File: src/rtl/cpu_run_ctrl.sv
// Run/step/halt sequencer: drives the commit enable and detects halt conditions.
// Optional breakpoint logic is built only when CPU_RUN_BP_EN is defined.
module cpu_run_ctrl #(
    parameter int unsigned MAX_CYCLES  = 1024,
    parameter logic [5:0]  HALT_OPCODE = 6'h3F,
    parameter int          CNT_W       = 32
) (
    input  logic             clk,
    input  logic             startin,
    input  logic             run,
    input  logic             step,
    input  logic             halt_req,
    input  logic [31:0]      instruction,
    input  logic [31:0]      pc_current,
    input  logic [31:0]      bp_addr,
    input  logic             bp_valid,
    output logic             cpu_en,
    output logic [1:0]       state,
    output logic             halted,
    output logic [2:0]       halt_cause,
    output logic [CNT_W-1:0] instr_count,
    output logic [CNT_W-1:0] cycle_count
);

    typedef enum logic [1:0] {
        S_IDLE = 2'd0,
        S_RUN  = 2'd1,
        S_STEP = 2'd2,
        S_HALT = 2'd3
    } state_e;

    state_e           state_q;
    logic [2:0]       cause_q;
    logic [2:0]       cause_d;
    logic [CNT_W-1:0] icnt_q;
    logic [CNT_W-1:0] ccnt_q;

    logic active;
    logic opc_hit;
    logic bp_hit;
    logic lim_hit;
    logic stop;

    assign active  = (state_q == S_RUN) || (state_q == S_STEP);
    assign opc_hit = (instruction[31:26] == HALT_OPCODE);
    assign lim_hit = (ccnt_q >= CNT_W'(MAX_CYCLES));

`ifdef CPU_RUN_BP_EN
    logic bp_skip_q;
    logic unused_bits;

    assign bp_hit      = bp_valid && (pc_current == bp_addr) && !bp_skip_q;
    assign unused_bits = ^instruction[25:0];

    // Skip lets a resume step over a breakpoint sitting at the current PC.
    always_ff @(posedge clk or negedge startin) begin
        if (!startin) begin
            bp_skip_q <= 1'b0;
        end else if (state_q == S_IDLE && (run || step)) begin
            bp_skip_q <= 1'b1;
        end else if (active) begin
            bp_skip_q <= 1'b0;
        end
    end
`else
    logic unused_bits;

    assign bp_hit      = 1'b0;
    assign unused_bits = ^{instruction[25:0], pc_current, bp_addr, bp_valid};
`endif

    assign stop = active && (halt_req || opc_hit || bp_hit || lim_hit);

    always_comb begin
        cause_d = 3'd0;
        if (halt_req) begin
            cause_d = 3'd1;
        end else if (opc_hit) begin
            cause_d = 3'd2;
        end else if (bp_hit) begin
            cause_d = 3'd3;
        end else if (lim_hit) begin
            cause_d = 3'd4;
        end
    end

    assign cpu_en      = active && !stop;
    assign state       = state_q;
    assign halted      = (state_q == S_HALT);
    assign halt_cause  = cause_q;
    assign instr_count = icnt_q;
    assign cycle_count = ccnt_q;

    always_ff @(posedge clk or negedge startin) begin
        if (!startin) begin
            state_q <= S_IDLE;
            cause_q <= 3'd0;
            icnt_q  <= '0;
            ccnt_q  <= '0;
        end else begin
            if (cpu_en && icnt_q != {CNT_W{1'b1}}) begin
                icnt_q <= icnt_q + CNT_W'(1);
            end
            if (active && ccnt_q != {CNT_W{1'b1}}) begin
                ccnt_q <= ccnt_q + CNT_W'(1);
            end
            unique case (state_q)
                S_IDLE: begin
                    if (run) begin
                        state_q <= S_RUN;
                        cause_q <= 3'd0;
                    end else if (step) begin
                        state_q <= S_STEP;
                        cause_q <= 3'd0;
                    end
                end
                S_RUN: begin
                    if (stop) begin
                        state_q <= S_HALT;
                        cause_q <= cause_d;
                    end else if (!run) begin
                        state_q <= S_IDLE;
                    end
                end
                S_STEP: begin
                    if (stop) begin
                        state_q <= S_HALT;
                        cause_q <= cause_d;
                    end else begin
                        state_q <= S_IDLE;
                    end
                end
                S_HALT: begin
                    if (!run) begin
                        state_q <= S_IDLE;
                    end
                end
            endcase
        end
    end

endmodule

File: config.mk
export PLATFORM = sky130hd
export DESIGN_NAME = cpu_run_ctrl
export DESIGN_NICKNAME = d
export VERILOG_FILES = /design/src/rtl/cpu_run_ctrl.sv
export SDC_FILE = /design/constraint.sdc
export NUM_CORES = 1
export LEC_CHECK = 0
export CORE_MARGIN = 1.5
export CORE_UTILIZATION = 40
export CTS_CLUSTER_SIZE = 40
export DETAILED_ROUTE_END_ITERATION = 12
export PLACE_DENSITY_LB_ADDON = 0.25
export SETUP_SLACK_MARGIN = 0.2
export SLEW_MARGIN = 10
export SYNTH_ARGS = -nofsm -noshare
export SYNTH_HDL_FRONTEND = slang
export SYNTH_SLANG_ARGS = --single-unit
File: constraint.sdc
create_clock -name clk -period 4.7 [get_ports clk]
set_input_delay 0.94 -clock clk [delete_from_list [all_inputs] [get_ports clk]]
set_output_delay 0.94 -clock clk [all_outputs]
set_load 0.005 [all_outputs]
==> metrics.txt <==
DP HPWL 6129 microns; Final Hold Fails 0; result of the run completed; Core Area 8763 sq um; Pint 0.001215 W; htree depth 3; CP required 3.76 ns; Reg2Reg Launch Point cycle_count[15]$_DFFE_PN0P_; CTS sink count 69; Final Cell Area 4753 sq um; # diodes 0; Ys Warns 0; # setup viols final 0; Buf/Inv on CP 3; Die Area 9700 sq um; P_sw 0.0006151 W; via/cell ratio 5.570; hold depth 1; final WL 8650 microns; crit path DAT 2.86 ns; Cell Chain, Critical Path clkdlybuf4s50_1 > nor4b_1 > o211ai_1 > nor2_2 > buf_4 > clkdlybuf4s50_1; crit share post-route 0.8076; Hold WS 0.4825 ns; final net count 551; Gate power share 0.315; Hold WC Path Type reg -> reg; VDD IR max 0.3303 mV; Setup crit start kind primary input; largest area contributor in the netlist dfrtp_1; Final Wtd Congestion 0.8207; worst slew pin tran 1.200 ns; PortBufs 81; Post-Synthesis Cells 355; total gr overflow 0; Worst setup EP type output pin; FF-to-FF setup slack 2.18 ns; Fillers 808; syn avg cell area 10.27 sq um; Cell Area, Placed 4552 sq um; hold_buf cts 0; Sw Share 0.3361; Post-CTS Resized 0; vias post-DR 3086; DRC Markers 0; slowest CP cell clkdlybuf4s50_1; 1st-pass router iterations 4; leak pwr 1.954 nW; Worst path most repeated cell clkdlybuf4s50_1; clock share of power 0.271; syn nets 465; reg2reg end state[1]$_DFFE_PN0P_; RSZ-0062 raised after global routing no; worst hold path endpoint halt_cause[2]$_DFFE_PN0P_; Synth cell types 50; Tmin final 3.795 ns; Reg clk slew, reported paths 0.07 ns; min-delay src halt_cause[2]$_DFFE_PN0P_; Max-Cap Viols 0; Final Max Slew Viols 0; WL/cell 15.61 microns; PD cells 385.0 nW/um^2; Ports 173; Crit Path Max Fanout 17; die extent in x 98.49 microns; worst-case reg-to-reg path depth 5; die height 98.49 microns; vias in the first global route 2870; Max Freq 0.2635 GHz; Reg power frac 0.414; initial drt markers 223; share of cells above drive strength 1 0.06951; largest net degree at the start of global routing 44; root buf cell clkbuf_8; worst setup path class in -> out; Layout Skew 0.01290 ns; Initial Util 0.4162; worst rel slew slack 0.1960; delay-heaviest family, CP buffers and inverters; EDFF count, synth 0; initial antenna violation count 0; Area growth syn-to-layout 30.33%; sum of negative setup slack 0 ns; synthesized area 3647 sq um; first-pass GRT wire length 14110 microns; later-pin clock latency in the skew report 0.35 ns; Synth Flop Type dfrtp_1; fraction of registers with async set/reset 1.000; CP peak stage delay 0.54 ns; area share of the largest cell type after synthesis 0.4734; buffer count from post-CTS setup fixing 0; clock buffer depth 2; CTS tree yes; Core Rows 34; post-synthesis sequential area ratio 0.4734; CTS buffer count 9; #FFs+latches synth 69; Area contributors post-synth dfrtp_1 47%, xnor2_1 10%, nand4_1 5.0%; antenna viol nets, final 0; All-Layer GR Usage 0.1804
==> cell type report <==
| class | count | area [sq um] | share of cell area |
|---|---|---|---|
| clock inverter | 5 | 60.06 | 0.01263 |
| multi-input combinational | 268 | 1832 | 0.3854 |
| timing repair buffer | 83 | 820.8 | 0.1727 |
| sequential | 69 | 1727 | 0.3633 |
| clock buffer | 11 | 141.4 | 0.02974 |
| inverter | 10 | 37.54 | 0.007897 |
| tap | 108 | 135.1 | 0.02843 |
==> metrics by stage <==
stage          cells  power [W]  utilization  setup WS, ns
4_1_cts          554   0.001844       0.5424        0.9020
6_report         554   0.001830       0.5424        0.9045
5_1_grt          554   0.001932       0.5424        0.7344
2_1_floorplan    355   0.001098            -         1.980
3_3_place_gp     538   0.001327       0.5194        0.9366
3_5_place_dp     538   0.001345       0.5194        0.9017
==> flip-flops by register name (all words and copies together) (netlist names) <==
signal and count:
cycle_count 32, halt_cause 3, instr_count 32, state 2
==> synth_stat cells (2+ instances only) <==
cell and instances:
nand3_1 26, nor4_1 15, and4_1 11, and2_1 6
or2_2 2, buf_6 2, buf_2 2, inv_1 10
o21bai_1 2, o2111ai_1 2, ha_1 8, nand4_1 29
dfrtp_1 69, xnor2_1 42, a21oi_1 3, o211ai_1 3
mux2_2 2, clkbuf_1 2, xor2_1 17, and3_1 7
nor2_1 19, nand2_1 27, o21ai_0 7, nor3_1 12
nand2b_1 2, or3_1 3, a22o_1 2
==> cells by family after synthesis <==
logic type	Yosys count	synth area share
buf+inv	18	0.02436
flops	69	0.4734
simple gates	171	0.2686
xor+xnor	59	0.1417
fa+ha+maj	8	0.02745
compound gates	26	0.05249
mux	4	0.01201
==> placed cells by master (no fill, tap or decap), drive strengths merged, types with 2 or more instances in the layout <==
master	count
and4	12
ha	8
clkdlybuf4s50	80
and2	6
and3	8
a22o	2
o2111ai	2
mux2	3
nand2	27
nand2b	2
dfrtp	69
clkinv	3
clkbuf	11
nor4	16
or2	2
nor2	20
buf	3
xor2	17
nand3	26
xnor2	42
nand4	30
a21oi	3
or3	4
inv	10
o21bai	2
nor3	13
o21ai	7
o211ai	3
==> how the worst max path moves through the flow <==
stage,startpoint,to,slack [ns],cells past startpoint
final,halt_req,cpu_en,0.90,6
after global routing,state[1]$_DFFE_PN0P_,cpu_en,0.73,7
after CTS,halt_req,cpu_en,0.90,6
after detailed placement,halt_req,cpu_en,0.90,6
after global placement,halt_req,cpu_en,0.94,6
after floorplan,halt_req,cpu_en,1.98,4
==> routing by layer <==
| metal | share of wire | vias to the layer above | track usage |
|---|---|---|---|
| met5 | 0 | - | 0 |
| met2 | 0.45 | 69 | 0.2671 |
| li1 | - | 1466 | - |
| met3 | 0.041 | 12 | 0.03333 |
| met4 | 0.015 | 0 | 0.06826 |
| met1 | 0.49 | 1539 | 0.2639 |
==> power groups by stage <==
stage	sequential, W	clock, W	combinational, W
2_1_floorplan	0.000756	0	0.000342
3_3_place_gp	0.000766	0	0.000561
3_5_place_dp	0.000768	0	0.000577
4_1_cts	0.000758	0.000505	0.000581
5_1_grt	0.000771	0.000529	0.000632
6_report	0.000758	0.000495	0.000577
==> worst register-to-register path: cells and delay by family (launching register included) <==
kind | cells | cell delay (ns)
AND/OR/NAND/NOR | 3 | 1.51
flip-flops | 1 | 0.47
AO/OA/AOI/OAI | 2 | 0.42
No activity file was read; power rests on OpenSTA's default activity.
